==> config.mk <==
export PLATFORM = sky130hd
export DESIGN_NAME = mem_port2_arbiter_flat
export DESIGN_NICKNAME = d
export VERILOG_FILES = /design/src/rtl/mem_port2_arbiter_pkg.sv /design/src/rtl/mem_port2_arbiter_if.sv /design/src/rtl/mem_port2_arbiter.sv /design/src/flat_wrapper.sv
export SDC_FILE = /design/constraint.sdc
export NUM_CORES = 1
export LEC_CHECK = 0
export BUFFER_PORTS_ARGS = -buffer_cell sky130_fd_sc_hd__buf_2
export CAP_MARGIN = 40
export CORE_MARGIN = 2
export CORE_UTILIZATION = 40
export CTS_CLUSTER_SIZE = 20
export DETAILED_ROUTE_END_ITERATION = 10
export HOLD_SLACK_MARGIN = 0.15
export PLACE_DENSITY = 0.73
export REMOVE_ABC_BUFFERS = 1
export SLEW_MARGIN = 10
export SYNTH_ARGS = -nofsm -noshare
export SYNTH_HDL_FRONTEND = slang
export SYNTH_SLANG_ARGS = --single-unit
==> constraint.sdc <==
create_clock -name clk -period 3 [get_ports clk]
set_input_delay 0.15 -clock clk [delete_from_list [all_inputs] [get_ports clk]]
set_output_delay 0.15 -clock clk [all_outputs]
set_load 0.01 [all_outputs]
==> src/rtl/mem_port2_arbiter_pkg.sv <==
// Shared types for the second memory port arbiter: owner state and read-tag encoding.
// The display controller reuses both enums, so keep the encodings stable.
package mem_port2_arbiter_pkg;

  typedef enum logic [1:0] {
    IDLE     = 2'd0,
    VGA      = 2'd1,
    ENG      = 2'd2,
    ENG_LOCK = 2'd3
  } arb_state_e;

  typedef enum logic [1:0] {
    RD_NONE = 2'd0,
    RD_VGA  = 2'd1,
    RD_ENG  = 2'd2
  } rd_tag_e;

endpackage

==> src/rtl/mem_port2_arbiter_if.sv <==
// Bundle of VGA requester, engine requester and memory port-2 signals.
// slave = arbiter view, master = requesters plus memory block.
interface mem_port2_arbiter_if #(
  parameter int DATA_WIDTH = 16,
  parameter int ADDR_WIDTH = 16
);
  logic                  vga_req;
  logic [ADDR_WIDTH-1:0] vga_addr;
  logic                  vga_gnt;
  logic                  vga_rvalid;
  logic [DATA_WIDTH-1:0] vga_rdata;

  logic                  eng_req;
  logic                  eng_we;
  logic                  eng_lock;
  logic [ADDR_WIDTH-1:0] eng_addr;
  logic [DATA_WIDTH-1:0] eng_wdata;
  logic                  eng_gnt;
  logic                  eng_rvalid;
  logic [DATA_WIDTH-1:0] eng_rdata;

  logic [ADDR_WIDTH-1:0] mem_addr;
  logic [DATA_WIDTH-1:0] mem_wdata;
  logic                  mem_we;
  logic [DATA_WIDTH-1:0] mem_rdata;

  modport slave (
    input  vga_req, vga_addr,
    output vga_gnt, vga_rvalid, vga_rdata,
    input  eng_req, eng_we, eng_lock, eng_addr, eng_wdata,
    output eng_gnt, eng_rvalid, eng_rdata,
    output mem_addr, mem_wdata, mem_we,
    input  mem_rdata
  );

  modport master (
    output vga_req, vga_addr,
    input  vga_gnt, vga_rvalid, vga_rdata,
    output eng_req, eng_we, eng_lock, eng_addr, eng_wdata,
    input  eng_gnt, eng_rvalid, eng_rdata,
    input  mem_addr, mem_wdata, mem_we,
    output mem_rdata
  );
endinterface

==> src/rtl/mem_port2_arbiter.sv <==
// Arbitrates memory port 2 between the VGA reader and the game engine (with RMW lock),
// bounding engine starvation (wait_cnt) and VGA lockout (lock_cnt); tags read returns.
module mem_port2_arbiter
  import mem_port2_arbiter_pkg::*;
#(
  parameter int DATA_WIDTH = 16,
  parameter int ADDR_WIDTH = 16,
  parameter int MAX_WAIT   = 4,
  parameter int MAX_LOCK   = 8
) (
  input  logic              clk,
  input  logic              reset_n,
  mem_port2_arbiter_if.slave bus
);

  localparam int WW = $clog2(MAX_WAIT + 1);
  localparam int LW = $clog2(MAX_LOCK + 1);
  localparam logic [WW-1:0] WAIT_SAT = WW'(MAX_WAIT);
  localparam logic [LW-1:0] LOCK_SAT = LW'(MAX_LOCK);

  arb_state_e            state, state_nxt;
  rd_tag_e               rd_tag, rd_tag_nxt;
  logic [WW-1:0]         wait_cnt, wait_nxt;
  logic [LW-1:0]         lock_cnt, lock_nxt;
  logic [ADDR_WIDTH-1:0] addr_q, mem_addr;
  logic [DATA_WIDTH-1:0] vga_rdata_q, eng_rdata_q, vga_rdata, eng_rdata;
  logic                  vga_win, eng_win, locked, vga_rvalid, eng_rvalid;

  assign locked = (state == ENG_LOCK);

  // Grant decision; gated by reset_n so nothing is issued while reset is held.
  always_comb begin
    vga_win = 1'b0;
    eng_win = 1'b0;
    if (reset_n) begin
      if (locked && bus.eng_req) begin
        if (lock_cnt == LOCK_SAT && bus.vga_req) vga_win = 1'b1;
        else                                     eng_win = 1'b1;
      end else if (bus.eng_req && wait_cnt == WAIT_SAT) begin
        eng_win = 1'b1;
      end else if (bus.vga_req) begin
        vga_win = 1'b1;
      end else if (bus.eng_req) begin
        eng_win = 1'b1;
      end
    end
  end

  always_comb begin
    state_nxt  = IDLE;
    lock_nxt   = '0;
    wait_nxt   = '0;
    rd_tag_nxt = RD_NONE;

    if (eng_win) begin
      state_nxt = bus.eng_lock ? ENG_LOCK : ENG;
      // Counts grants of a locked sequence while VGA is kept waiting, including the entry grant.
      if (bus.eng_lock && bus.vga_req)
        lock_nxt = (lock_cnt == LOCK_SAT) ? lock_cnt : lock_cnt + 1'b1;
    end else if (locked && bus.eng_req) begin
      // One-cycle VGA break inside a lock; the lock survives if the engine still asks for it.
      state_nxt = bus.eng_lock ? ENG_LOCK : VGA;
    end else if (locked) begin
      state_nxt = IDLE;
    end else if (vga_win) begin
      state_nxt = VGA;
    end

    if (bus.eng_req && !eng_win)
      wait_nxt = (wait_cnt == WAIT_SAT) ? wait_cnt : wait_cnt + 1'b1;

    if (vga_win)                     rd_tag_nxt = RD_VGA;
    else if (eng_win && !bus.eng_we) rd_tag_nxt = RD_ENG;
  end

  always_ff @(posedge clk or negedge reset_n) begin
    if (!reset_n) begin
      state       <= IDLE;
      wait_cnt    <= '0;
      lock_cnt    <= '0;
      rd_tag      <= RD_NONE;
      addr_q      <= '0;
      vga_rdata_q <= '0;
      eng_rdata_q <= '0;
    end else begin
      state       <= state_nxt;
      wait_cnt    <= wait_nxt;
      lock_cnt    <= lock_nxt;
      rd_tag      <= rd_tag_nxt;
      addr_q      <= mem_addr;
      vga_rdata_q <= vga_rdata;
      eng_rdata_q <= eng_rdata;
    end
  end

  // Address holds its last issued value on idle cycles.
  assign mem_addr   = vga_win ? bus.vga_addr : (eng_win ? bus.eng_addr : addr_q);
  assign vga_rvalid = (rd_tag == RD_VGA);
  assign eng_rvalid = (rd_tag == RD_ENG);
  assign vga_rdata  = vga_rvalid ? bus.mem_rdata : vga_rdata_q;
  assign eng_rdata  = eng_rvalid ? bus.mem_rdata : eng_rdata_q;

  assign bus.vga_gnt    = vga_win;
  assign bus.eng_gnt    = eng_win;
  assign bus.mem_we     = eng_win & bus.eng_we;
  assign bus.mem_addr   = mem_addr;
  assign bus.mem_wdata  = bus.eng_wdata;
  assign bus.vga_rvalid = vga_rvalid;
  assign bus.eng_rvalid = eng_rvalid;
  assign bus.vga_rdata  = vga_rdata;
  assign bus.eng_rdata  = eng_rdata;

endmodule

==> src/flat_wrapper.sv <==
// flat-port wrapper written by rule: the top's interface ports become plain ports
module mem_port2_arbiter_flat import mem_port2_arbiter_pkg::*;
#(
  parameter int DATA_WIDTH = 16,
  parameter int ADDR_WIDTH = 16,
  parameter int MAX_WAIT   = 4,
  parameter int MAX_LOCK   = 8
)
  (clk, reset_n, bus_vga_req, bus_vga_addr, bus_vga_gnt, bus_vga_rvalid, bus_vga_rdata, bus_eng_req, bus_eng_we, bus_eng_lock, bus_eng_addr, bus_eng_wdata, bus_eng_gnt, bus_eng_rvalid, bus_eng_rdata, bus_mem_addr, bus_mem_wdata, bus_mem_we, bus_mem_rdata);
  mem_port2_arbiter_if #(.DATA_WIDTH(DATA_WIDTH), .ADDR_WIDTH(ADDR_WIDTH)) bus_i ();
  input  logic clk;
  input  logic reset_n;
  input wire logic [$bits(bus_i.vga_req)-1:0] bus_vga_req;
  input wire logic [$bits(bus_i.vga_addr)-1:0] bus_vga_addr;
  output wire logic [$bits(bus_i.vga_gnt)-1:0] bus_vga_gnt;
  output wire logic [$bits(bus_i.vga_rvalid)-1:0] bus_vga_rvalid;
  output wire logic [$bits(bus_i.vga_rdata)-1:0] bus_vga_rdata;
  input wire logic [$bits(bus_i.eng_req)-1:0] bus_eng_req;
  input wire logic [$bits(bus_i.eng_we)-1:0] bus_eng_we;
  input wire logic [$bits(bus_i.eng_lock)-1:0] bus_eng_lock;
  input wire logic [$bits(bus_i.eng_addr)-1:0] bus_eng_addr;
  input wire logic [$bits(bus_i.eng_wdata)-1:0] bus_eng_wdata;
  output wire logic [$bits(bus_i.eng_gnt)-1:0] bus_eng_gnt;
  output wire logic [$bits(bus_i.eng_rvalid)-1:0] bus_eng_rvalid;
  output wire logic [$bits(bus_i.eng_rdata)-1:0] bus_eng_rdata;
  output wire logic [$bits(bus_i.mem_addr)-1:0] bus_mem_addr;
  output wire logic [$bits(bus_i.mem_wdata)-1:0] bus_mem_wdata;
  output wire logic [$bits(bus_i.mem_we)-1:0] bus_mem_we;
  input wire logic [$bits(bus_i.mem_rdata)-1:0] bus_mem_rdata;
  assign bus_i.vga_req = bus_vga_req;
  assign bus_i.vga_addr = bus_vga_addr;
  assign bus_vga_gnt = bus_i.vga_gnt;
  assign bus_vga_rvalid = bus_i.vga_rvalid;
  assign bus_vga_rdata = bus_i.vga_rdata;
  assign bus_i.eng_req = bus_eng_req;
  assign bus_i.eng_we = bus_eng_we;
  assign bus_i.eng_lock = bus_eng_lock;
  assign bus_i.eng_addr = bus_eng_addr;
  assign bus_i.eng_wdata = bus_eng_wdata;
  assign bus_eng_gnt = bus_i.eng_gnt;
  assign bus_eng_rvalid = bus_i.eng_rvalid;
  assign bus_eng_rdata = bus_i.eng_rdata;
  assign bus_mem_addr = bus_i.mem_addr;
  assign bus_mem_wdata = bus_i.mem_wdata;
  assign bus_mem_we = bus_i.mem_we;
  assign bus_i.mem_rdata = bus_mem_rdata;
  mem_port2_arbiter #(.DATA_WIDTH(DATA_WIDTH), .ADDR_WIDTH(ADDR_WIDTH), .MAX_WAIT(MAX_WAIT), .MAX_LOCK(MAX_LOCK)) u_core (.clk(clk), .reset_n(reset_n), .bus(bus_i));
endmodule
==> results of run 1 <==
-- power by group --
group | switching (mW) | internal, mW | total [mW]
combinational | 0.272 | 0.302 | 0.574
clock | 0.314 | 0.312 | 0.627
sequential | 0.0381 | 0.937 | 0.975
-- logic make-up (layout without fill, tap and decap cells) --
kind of cell	after synthesis	in the layout	share of synthesized area [%]
AOI/OAI and AO/OA	11	11	3.34
and+or+nand+nor	28	28	5.44
adders and majority gates	4	4	1.83
buffers and inverters	32	169	7.73
xor gates and xnor gates	3	3	0.960
DFF	59	59	54.0
muxes	65	65	26.7
-- cells in the mapped netlist --
master / instances / area share [%]
a211oi_1: 1 / 0.27
a21bo_1: 1 / 0.37
a21o_1: 1 / 0.27
a21oi_1: 2 / 0.37
a221oi_4: 1 / 0.96
a22oi_1: 1 / 0.27
and2_1: 2 / 0.46
and3_1: 1 / 0.23
and4b_4: 1 / 0.50
buf_1: 2 / 0.27
buf_2: 1 / 0.18
buf_4: 16 / 4.4
buf_6: 4 / 1.6
clkbuf_1: 2 / 0.27
dfrtp_1: 59 / 54
ha_1: 4 / 1.8
inv_1: 7 / 0.96
mux2_1: 11 / 4.5
mux2_2: 54 / 22
nand2_1: 8 / 1.1
nand2_2: 1 / 0.23
nand2b_1: 1 / 0.23
nand3_1: 3 / 0.55
nand3b_1: 1 / 0.27
nand4b_1: 1 / 0.32
nor2_1: 4 / 0.55
nor2b_1: 2 / 0.46
nor3_1: 3 / 0.55
o21a_1: 1 / 0.27
o21ai_0: 3 / 0.55
xnor2_1: 3 / 0.96
-- registers in the layout (all words and copies together) (netlist names) --
name                cells
u_core.addr_q          16
u_core.rd_tag           2
u_core.lock_cnt         4
u_core.state            2
u_core.eng_rdata_q     16
u_core.vga_rdata_q     16
u_core.wait_cnt         3
-- final cells by class --
type,count,area (sq um)
tap,80,100
sequential,59,1480
clock buffer,10,138
inverter,7,26.3
fill,579,2960
clock inverter,5,30.0
multi-input combinational,111,1050
timing repair buffer,147,938
-- critical path: stages (launching register included) --
cell,delay [ns]
dfrtp_1,0.37
inv_1,0.07
ha_1,0.21
and4b_4,0.22
a221oi_4,0.30
buf_4,0.33
mux2_2,0.37
mux2_2,0.27
buf_2,0.14
-- cells in the final DEF, fill, tap and decap left out, types with 2 or more instances in the layout --
cell           synthesis  routed
buf_2                  1     106
dfrtp_1               59      59
mux2_2                54      54
dlygate4sd3_1          0      37
mux2_1                11      11
clkbuf_8               0      10
nand2_1                8       8
inv_1                  7       7
nor2_1                 4       4
ha_1                   4       4
o21ai_0                3       3
nand3_1                3       3
xnor2_1                3       3
nor3_1                 3       3
clkinv_2               0       3
buf_4                 16       3
and2_1                 2       2
nor2b_1                2       2
a21oi_1                2       2
clkinvlp_4             0       2
-- metal layers --
| metal | share of wire (%) | GRT usage [%] | up-vias |
|---|---|---|---|
| li1 | - | - | 947 |
| met1 | 39 | 19.4 | 955 |
| met2 | 50 | 27.1 | 85 |
| met3 | 7.7 | 7.62 | 16 |
| met4 | 2.9 | 9.94 | 2 |
| met5 | 0.58 | 3.50 | - |
-- timing repair --
item                                    in CTS  in global routing
hold endpoints to repair                   117                  0
endpoints found under the setup margin       0                  0
hold buffers                                37                  0
-- worst max-delay path by stage --
| stage | slack [ns] | from | end | cells after the start |
|---|---|---|---|---|
| floorplan | 0.54 | u_core.lock_cnt[0] | bus_mem_addr[0] | 6 |
| global placement | 0.62 | u_core.lock_cnt[0] | bus_mem_addr[1] | 8 |
| detailed placement | 0.58 | u_core.lock_cnt[0] | bus_mem_addr[1] | 8 |
| CTS | 0.21 | u_core.lock_cnt[0] | bus_mem_addr[3] | 8 |
| global route | 0.1 | u_core.lock_cnt[0] | bus_mem_addr[2] | 8 |
| finish | 0.23 | u_core.lock_cnt[0] | bus_mem_addr[0] | 8 |
==> reports/metrics.cfg, run 1 <==
[timing]
drv_slew = 0
finalSetupViolations = 0
max_slew_margin_pct = 48.7
worst_pin_slew_ns = 0.769
min_period_ns = 2.77
fmax_ghz = 0.361
fin_ws_ns = 0.227
skew_ns = 0.0109
finalCritPeriodShare_pct = 92.4
rsz0062_at_grt = no
hold_ws_ns = 0.176
timing.final.hold_violations = 0
tns_ns = 0

[floorplan]
die_h_microns = 86.7
die_w_microns = 86.7
core_area_sq_um = 6720
rows = 30
start_util_pct = 40.7
io_pins = 139
die-area_sq_um = 7520

[hold_path]
hp-start = bus_eng_addr[4]
whs_path_depth = 3
holdPathEnd = u_core.addr_q[4]
hp-class = primary input to register

[cells_and_area]
area_growth_pct = 37.3
drive_gt1_share_pct = 53.7
final_util_pct = 55.9
fin_nets = 409
fin_cells = 419
n_antenna_cell = 0
final_area_sq_um = 3760

[critical_path]
cp_data_arrival_time_ns = 2.62
reg2reg_slack_ns = 0.74
r2r_cells = 7
worstPathRequired_ns = 2.85
r2r-start = u_core.lock_cnt[0]
r2r-end = u_core.addr_q[0]
startpoint_type = register
critPathMaxFanout = 24
critPathKind = register to primary output
setup.worst_path.end_class = primary output

[clocking]
clock_path_buffers = 2
cts_resized = 0
clock_latency_ns = 0.34
clkSinkCount = 59
cts_root_buf = clkbuf_8
cts_tree = done
cts_buffers = 9
postCtsSetupRepairBufs = 0
clk_pin_slew_ns = 0.06
htreeDepth = 3

[synthesis]
ys_seq_area_share_pct = 54.0
synth_area_per_cell_sq_um = 13.5
synth_warnings = 0
netlist_instances = 202
syn-cell-area_sq_um = 2740
synth-seq-cells = 59
synth_cell_types = 31

[power]
ir_drop_uv = 348
pwr_density_cell_nw_per_um2 = 579
power_mw = 2.18
p_leak_nw = 1.80

[grt]
antenna_found_initial = 0
grtUsageTotal_pct = 17.3
grt_max_degree = 62
grt-ovfl-total = 0
grt_pass1_vias = 2086
grt_pass1_wl_microns = 9820

[placement]
placed_cells_incl_taps = 366
port_buffers = 106
post-place-ws_ns = 0.576
dpl.hpwl_microns = 4250
globalplace.congestion = 0.741
placed_area_sq_um = 3200

[route]
wl_per_cell_microns = 15.1
drc = 0
via_per_inst = 4.79
ant_nets = 0
first_pass_iters = 4
wl_microns = 6330
drt_iter0_drc = 69
num_vias = 2005

[job]
maxCapViolCount = 0

[outcome]
status = finished clean

No activity file was read; power rests on OpenSTA's default activity.
==> run 2: changes to the inputs <==
--- a/config.mk
+++ b/config.mk
@@ -7,9 +7,7 @@
 export LEC_CHECK = 0
 export BUFFER_PORTS_ARGS = -buffer_cell sky130_fd_sc_hd__buf_2
 export CAP_MARGIN = 40
-export CORE_MARGIN = 2
 export CORE_UTILIZATION = 40
-export CTS_CLUSTER_SIZE = 20
 export DETAILED_ROUTE_END_ITERATION = 10
 export HOLD_SLACK_MARGIN = 0.15
 export PLACE_DENSITY = 0.73
==> run 2 against run 1 <==
Hold slack about the same. Clock power increased by 17%. Wire length increased by 0.47%. Non-clock buffer count decreased by 1. Count of clock-buffer cells in the layout increased by 1. Combinational power about the same. Sequential cell count unchanged. Core utilization increased by 2.5 points. Die area decreased by 4.6%.
==> reports/metrics.cfg, run 2 (synthesis results as in run 1) <==
[outcome]
status = finished clean

[grt]
grt-ovfl-total = 0
grt_pass1_wl_microns = 10300
grt_max_degree = 62
grt_pass1_vias = 2201
grtUsageTotal_pct = 19.1
antenna_found_initial = 0

[route]
num_vias = 2043
first_pass_iters = 7
ant_nets = 0
drc = 0
wl_microns = 6360
drt_iter0_drc = 86
via_per_inst = 4.92
wl_per_cell_microns = 15.3

[cells_and_area]
fin_cells = 415
largestRegisters = u_core.addr_q: 16 flops, u_core.eng_rdata_q: 16 flops, u_core.vga_rdata_q: 16 flops
final_common_cell = buf_2
area_growth_pct = 37.9
drive_gt1_share_pct = 53.6
layout_common_cells = 106 x buf_2, 59 x dfrtp_1, 54 x mux2_2
fin_nets = 408
final_area_sq_um = 3770
n_antenna_cell = 0

[timing]
min_period_ns = 2.82
finalSetupViolations = 0
max_slew_margin_pct = 43.4
worst_pin_slew_ns = 0.850
tns_ns = 0
timing.final.hold_violations = 0
drv_slew = 0
finalCritPeriodShare_pct = 94.1
fmax_ghz = 0.354
skew_ns = 0.00716
rsz0062_at_grt = no

[placement]
port_buffers = 106
globalplace.congestion = 0.725
placed_cells_incl_taps = 363
placed_area_sq_um = 3200
dpl.hpwl_microns = 4230

[clocking]
clock_latency_ns = 0.33
cts_resized = 0
cts_root_buf = clkbuf_8
cts_tree = done
htreeDepth = 3
cts_buffers = 9
clk_pin_slew_ns = 0.06
clkSinkCount = 59
postCtsSetupRepairBufs = 0
clock_path_buffers = 2

[critical_path]
cp_data_arrival_time_ns = 2.67
setup.worst_path.end_class = primary output
critPathKind = register to primary output
startpoint_type = register
worstPathRequired_ns = 2.85
critPathMaxFanout = 21

[power]
ir_drop_uv = 478
pwr_density_cell_nw_per_um2 = 605
p_leak_nw = 1.81

[floorplan]
start_util_pct = 42.4
die-area_sq_um = 7180
core_area_sq_um = 6460
die_h_microns = 84.7
io_pins = 139
die_w_microns = 84.7
rows = 29

[hold_path]
hp-class = primary input to register

[job]
maxCapViolCount = 0

[run 2: cell types whose count changed in the layout (fill, tap and decap cells not counted)]
cell       before  now
clkbuf_8       10   11
clkinv_2        3    1
bufinv_16       0    1
buf_8           1    0
[run 2: worst paths after layout]
kind	cells past startpoint	slack [ns]	startpoint	to
max	8	0.18	u_core.lock_cnt[0]	bus_mem_addr[9]
min	3	0.18	bus_eng_addr[10]	u_core.addr_q[10]
max reg2reg	7	0.68	u_core.lock_cnt[0]	u_core.addr_q[1]
min reg2reg	1	0.49	u_core.eng_rdata_q[4]	u_core.eng_rdata_q[4]
max in group asynchronous	3	1.92	reset_n	u_core.addr_q[11]
min in group asynchronous	3	0.59	reset_n	u_core.eng_rdata_q[13]
[run 2: timing repair]
item | in CTS | in global routing
setup endpoints to repair | 0 | 0
hold endpoints to repair | 117 | 0
hold buffers | 37 | 0
[run 2: through the flow]
step / setup slack, ns / power (mW) / hold slack [ns] / util, %
3_5_place_dp: 0.513 / 1.53 / 0.300 / 49.6
2_1_floorplan: 0.538 / 1.29 / -0.146 / -
6_report: 0.178 / 2.28 / 0.177 / 58.4
3_3_place_gp: 0.566 / 1.51 / 0.300 / 49.6
4_1_cts: 0.142 / 2.30 / 0.157 / 58.4
5_1_grt: 0.00668 / 2.41 / 0.177 / 58.4
[run 2: report_power, final]
part	switching (mW)	leakage, nW	total [mW]	internal, mW
Combinational	0.274	1.00	0.575	0.302
Clock	0.310	0.0974	0.732	0.423
Sequential	0.0377	0.710	0.975	0.937
[run 2: metal layers]
metal  wire [microns]  vias to the layer above  track usage, %
met3              514                       19            8.95
met5                0                        -            4.20
li1                 -                      940               -
met2             3110                       88            30.2
met1             2540                      996            21.2
met4              193                        0            10.0
[run 2: critical path, stage by stage, from the launching register on]
cell	delay, ns
dfrtp_1	0.37
inv_1	0.07
ha_1	0.21
and4b_4	0.22
a221oi_4	0.36
buf_4	0.34
mux2_1	0.36
mux2_2	0.28
buf_2	0.15
[run 2: area by class of cell]
cell class,instances,area [sq um]
fill,532,2690
sequential,59,1480
multi-input combinational,111,1050
timing repair buffer,146,923
clock buffer,11,151
tap,77,96.3
clock inverter,4,50.0
inverter,7,26.3
==> run 3: changes to the inputs <==
--- a/config.mk
+++ b/config.mk
@@ -5,12 +5,12 @@
 export SDC_FILE = /design/constraint.sdc
 export NUM_CORES = 1
 export LEC_CHECK = 0
-export BUFFER_PORTS_ARGS = -buffer_cell sky130_fd_sc_hd__buf_2
 export CAP_MARGIN = 40
 export CORE_UTILIZATION = 40
 export DETAILED_ROUTE_END_ITERATION = 10
+export DONT_BUFFER_PORTS = 1
 export HOLD_SLACK_MARGIN = 0.15
-export PLACE_DENSITY = 0.73
+export PLACE_DENSITY = 0.55
 export REMOVE_ABC_BUFFERS = 1
 export SLEW_MARGIN = 10
 export SYNTH_ARGS = -nofsm -noshare
==> run 3 against run 2 <==
The run now ends with DRC left. Count of clock-buffer cells in the layout up 3. Clock power down 15%. Critical path depth unchanged. Worst setup slack worse by 0.059 ns. Power down 8.9%. First-iteration DRC count down 37%. Critical endpoint is now u_core.addr_q[15]. Largest cell class unchanged. Highest routed layer unchanged.
==> reports/metrics.cfg, run 3 (synthesis results as in run 1) <==
[route]
drt_iter0_drc = 54
first_pass_iters = 11
via_per_inst = 5.24
num_vias = 1697
ant_nets = 0
drc = 2
wl_microns = 5920
wl_per_cell_microns = 18.3

[grt]
grt-ovfl-total = 0
met3_usage_pct = 11.1
grt_max_degree = 62
grtUsageTotal_pct = 17.4
grt_pass1_wl_microns = 9200
grt.busiest_layer = met2
use_met1_pct = 16.2
grt_pass1_vias = 1873
antenna_found_initial = 0
met2_usage_pct = 30.8

[power]
power.switching_mw = 0.563
swShare_pct = 27.1
p_seq_share_pct = 47.0
intPower_mw = 1.52
comb_power_share_pct = 23.0
ir_drop_uv = 288
p_leak_nw = 1.45
clkPwrFrac_pct = 30.0
pwr_density_cell_nw_per_um2 = 616

[floorplan]
rows = 29
die_w_microns = 84.7
die_h_microns = 84.7
core_area_sq_um = 6460
start_util_pct = 42.4
die-area_sq_um = 7180
io_pins = 139

[cells_and_area]
n_antenna_cell = 0
drive_gt1_share_pct = 29.6
final_util_pct = 52.2
regArea_sq_um = 1480
layout_common_cells = 59 x dfrtp_1, 54 x mux2_2, 51 x dlygate4sd3_1
area_growth_pct = 23.3
largestRegisters = u_core.addr_q: 16 flops, u_core.eng_rdata_q: 16 flops, u_core.vga_rdata_q: 16 flops
final_common_cell = dfrtp_1
multi_input_area_sq_um = 1050
fin_nets = 316
fill_cells = 526

[critical_path]
startpoint_type = register
critPathMaxFanout = 25
critPathKind = register to register
cp_data_arrival_time_ns = 3.09
worstPathRequired_ns = 3.21
setup.worst_path.end_class = register
r2r_cells = 8

[timing]
min_period_ns = 2.88
worst_pin_slew_ns = 0.856
skew_ns = 0.00507
max_slew_margin_pct = 42.9
fmax_ghz = 0.347
finalCritPeriodShare_pct = 96.0
timing.final.hold_violations = 0
finalSetupViolations = 0
drv_slew = 0
tns_ns = 0
rsz0062_at_grt = no

[clocking]
clkSinkCount = 59
cts_root_buf = clkbuf_8
clk_pin_slew_ns = 0.06
htreeDepth = 3
clock_path_buffers = 2
clock_latency_ns = 0.33
cts_buffers = 9
cts_tree = done
cts_resized = 0

[placement]
dpl.hpwl_microns = 3780
globalplace.congestion = 0.722
port_buffers = 0

[outcome]
violations = DRC
status = finished with violations

[hold_path]
whs_path_depth = 2
hp-class = primary input to register

[job]
maxCapViolCount = 0

==> run 3: cell types whose count changed in the layout (fill, tap and decap cells not counted), sizes merged <==
cell         previous run  this run
clkinv                  1         2
clkbuf                 11        14
bufinv                  1         0
dlygate4sd3            37        51
clkinvlp                2         0
buf                   109         3
==> run 3: per-layer routing <==
layer	vias to the layer above	wire (microns)
met5	-	0
met3	9	747
li1	756	-
met2	127	3000
met4	0	74
met1	805	2090
==> run 3: power by group through the flow <==
stage	clock, mW	combinational (mW)	sequential (mW)
2_1_floorplan	0	0.317	0.975
3_3_place_gp	0	0.362	0.982
3_5_place_dp	0	0.371	0.992
4_1_cts	0.649	0.479	0.978
5_1_grt	0.691	0.514	0.989
6_report	0.624	0.477	0.978
==> run 3: per-stage QoR <==
step / hold WS, ns / area, sq um / std cells / worst slack [ns] / power (mW)
6_report: 0.166 / 3370 / 324 / 0.120 / 2.08
5_1_grt: 0.151 / 3370 / 324 / 0.00794 / 2.19
4_1_cts: 0.153 / 3370 / 324 / 0.139 / 2.11
3_5_place_dp: -0.144 / 2660 / 256 / 0.670 / 1.36
3_3_place_gp: -0.144 / 2660 / 256 / 0.757 / 1.34
2_1_floorplan: -0.146 / 2550 / 177 / 0.538 / 1.29
==> run 3: final cells by class <==
type / count / share of cell area, %
clock buffer: 14 / 4.82
timing repair buffer: 54 / 16.4
inverter: 7 / 0.779
clock inverter: 2 / 0.297
sequential: 59 / 43.8
tap: 77 / 2.86
multi-input combinational: 111 / 31.1
==> run 3: path summary, 6_finish.rpt <==
kind / start / slack (ns) / end
setup / recovery: u_core.lock_cnt[0] / 0.12 / u_core.addr_q[15]
hold / removal: bus_eng_addr[9] / 0.17 / u_core.addr_q[9]
setup reg to reg: u_core.lock_cnt[0] / 0.12 / u_core.addr_q[15]
hold reg to reg: u_core.eng_rdata_q[4] / 0.54 / u_core.eng_rdata_q[4]
max in group asynchronous: reset_n / 2.37 / u_core.eng_rdata_q[12]
min in group asynchronous: reset_n / 0.37 / u_core.lock_cnt[3]
==> run 3: repair_timing <==
| item | 4_1_cts | 5_1_grt |
|---|---|---|
| buffers inserted | 0 | 0 |
| hold endpoints to repair | 117 | 0 |
| hold buffers | 52 | 0 |
==> run 3: worst max-delay path, cell delays in order, from the launching register on <==
cell           delay (ns)
dfrtp_1              0.37
inv_1                0.08
ha_1                 0.21
and4b_4              0.22
a221oi_4             0.27
buf_4                0.34
mux2_2               0.38
mux2_2               0.31
dlygate4sd3_1        0.57
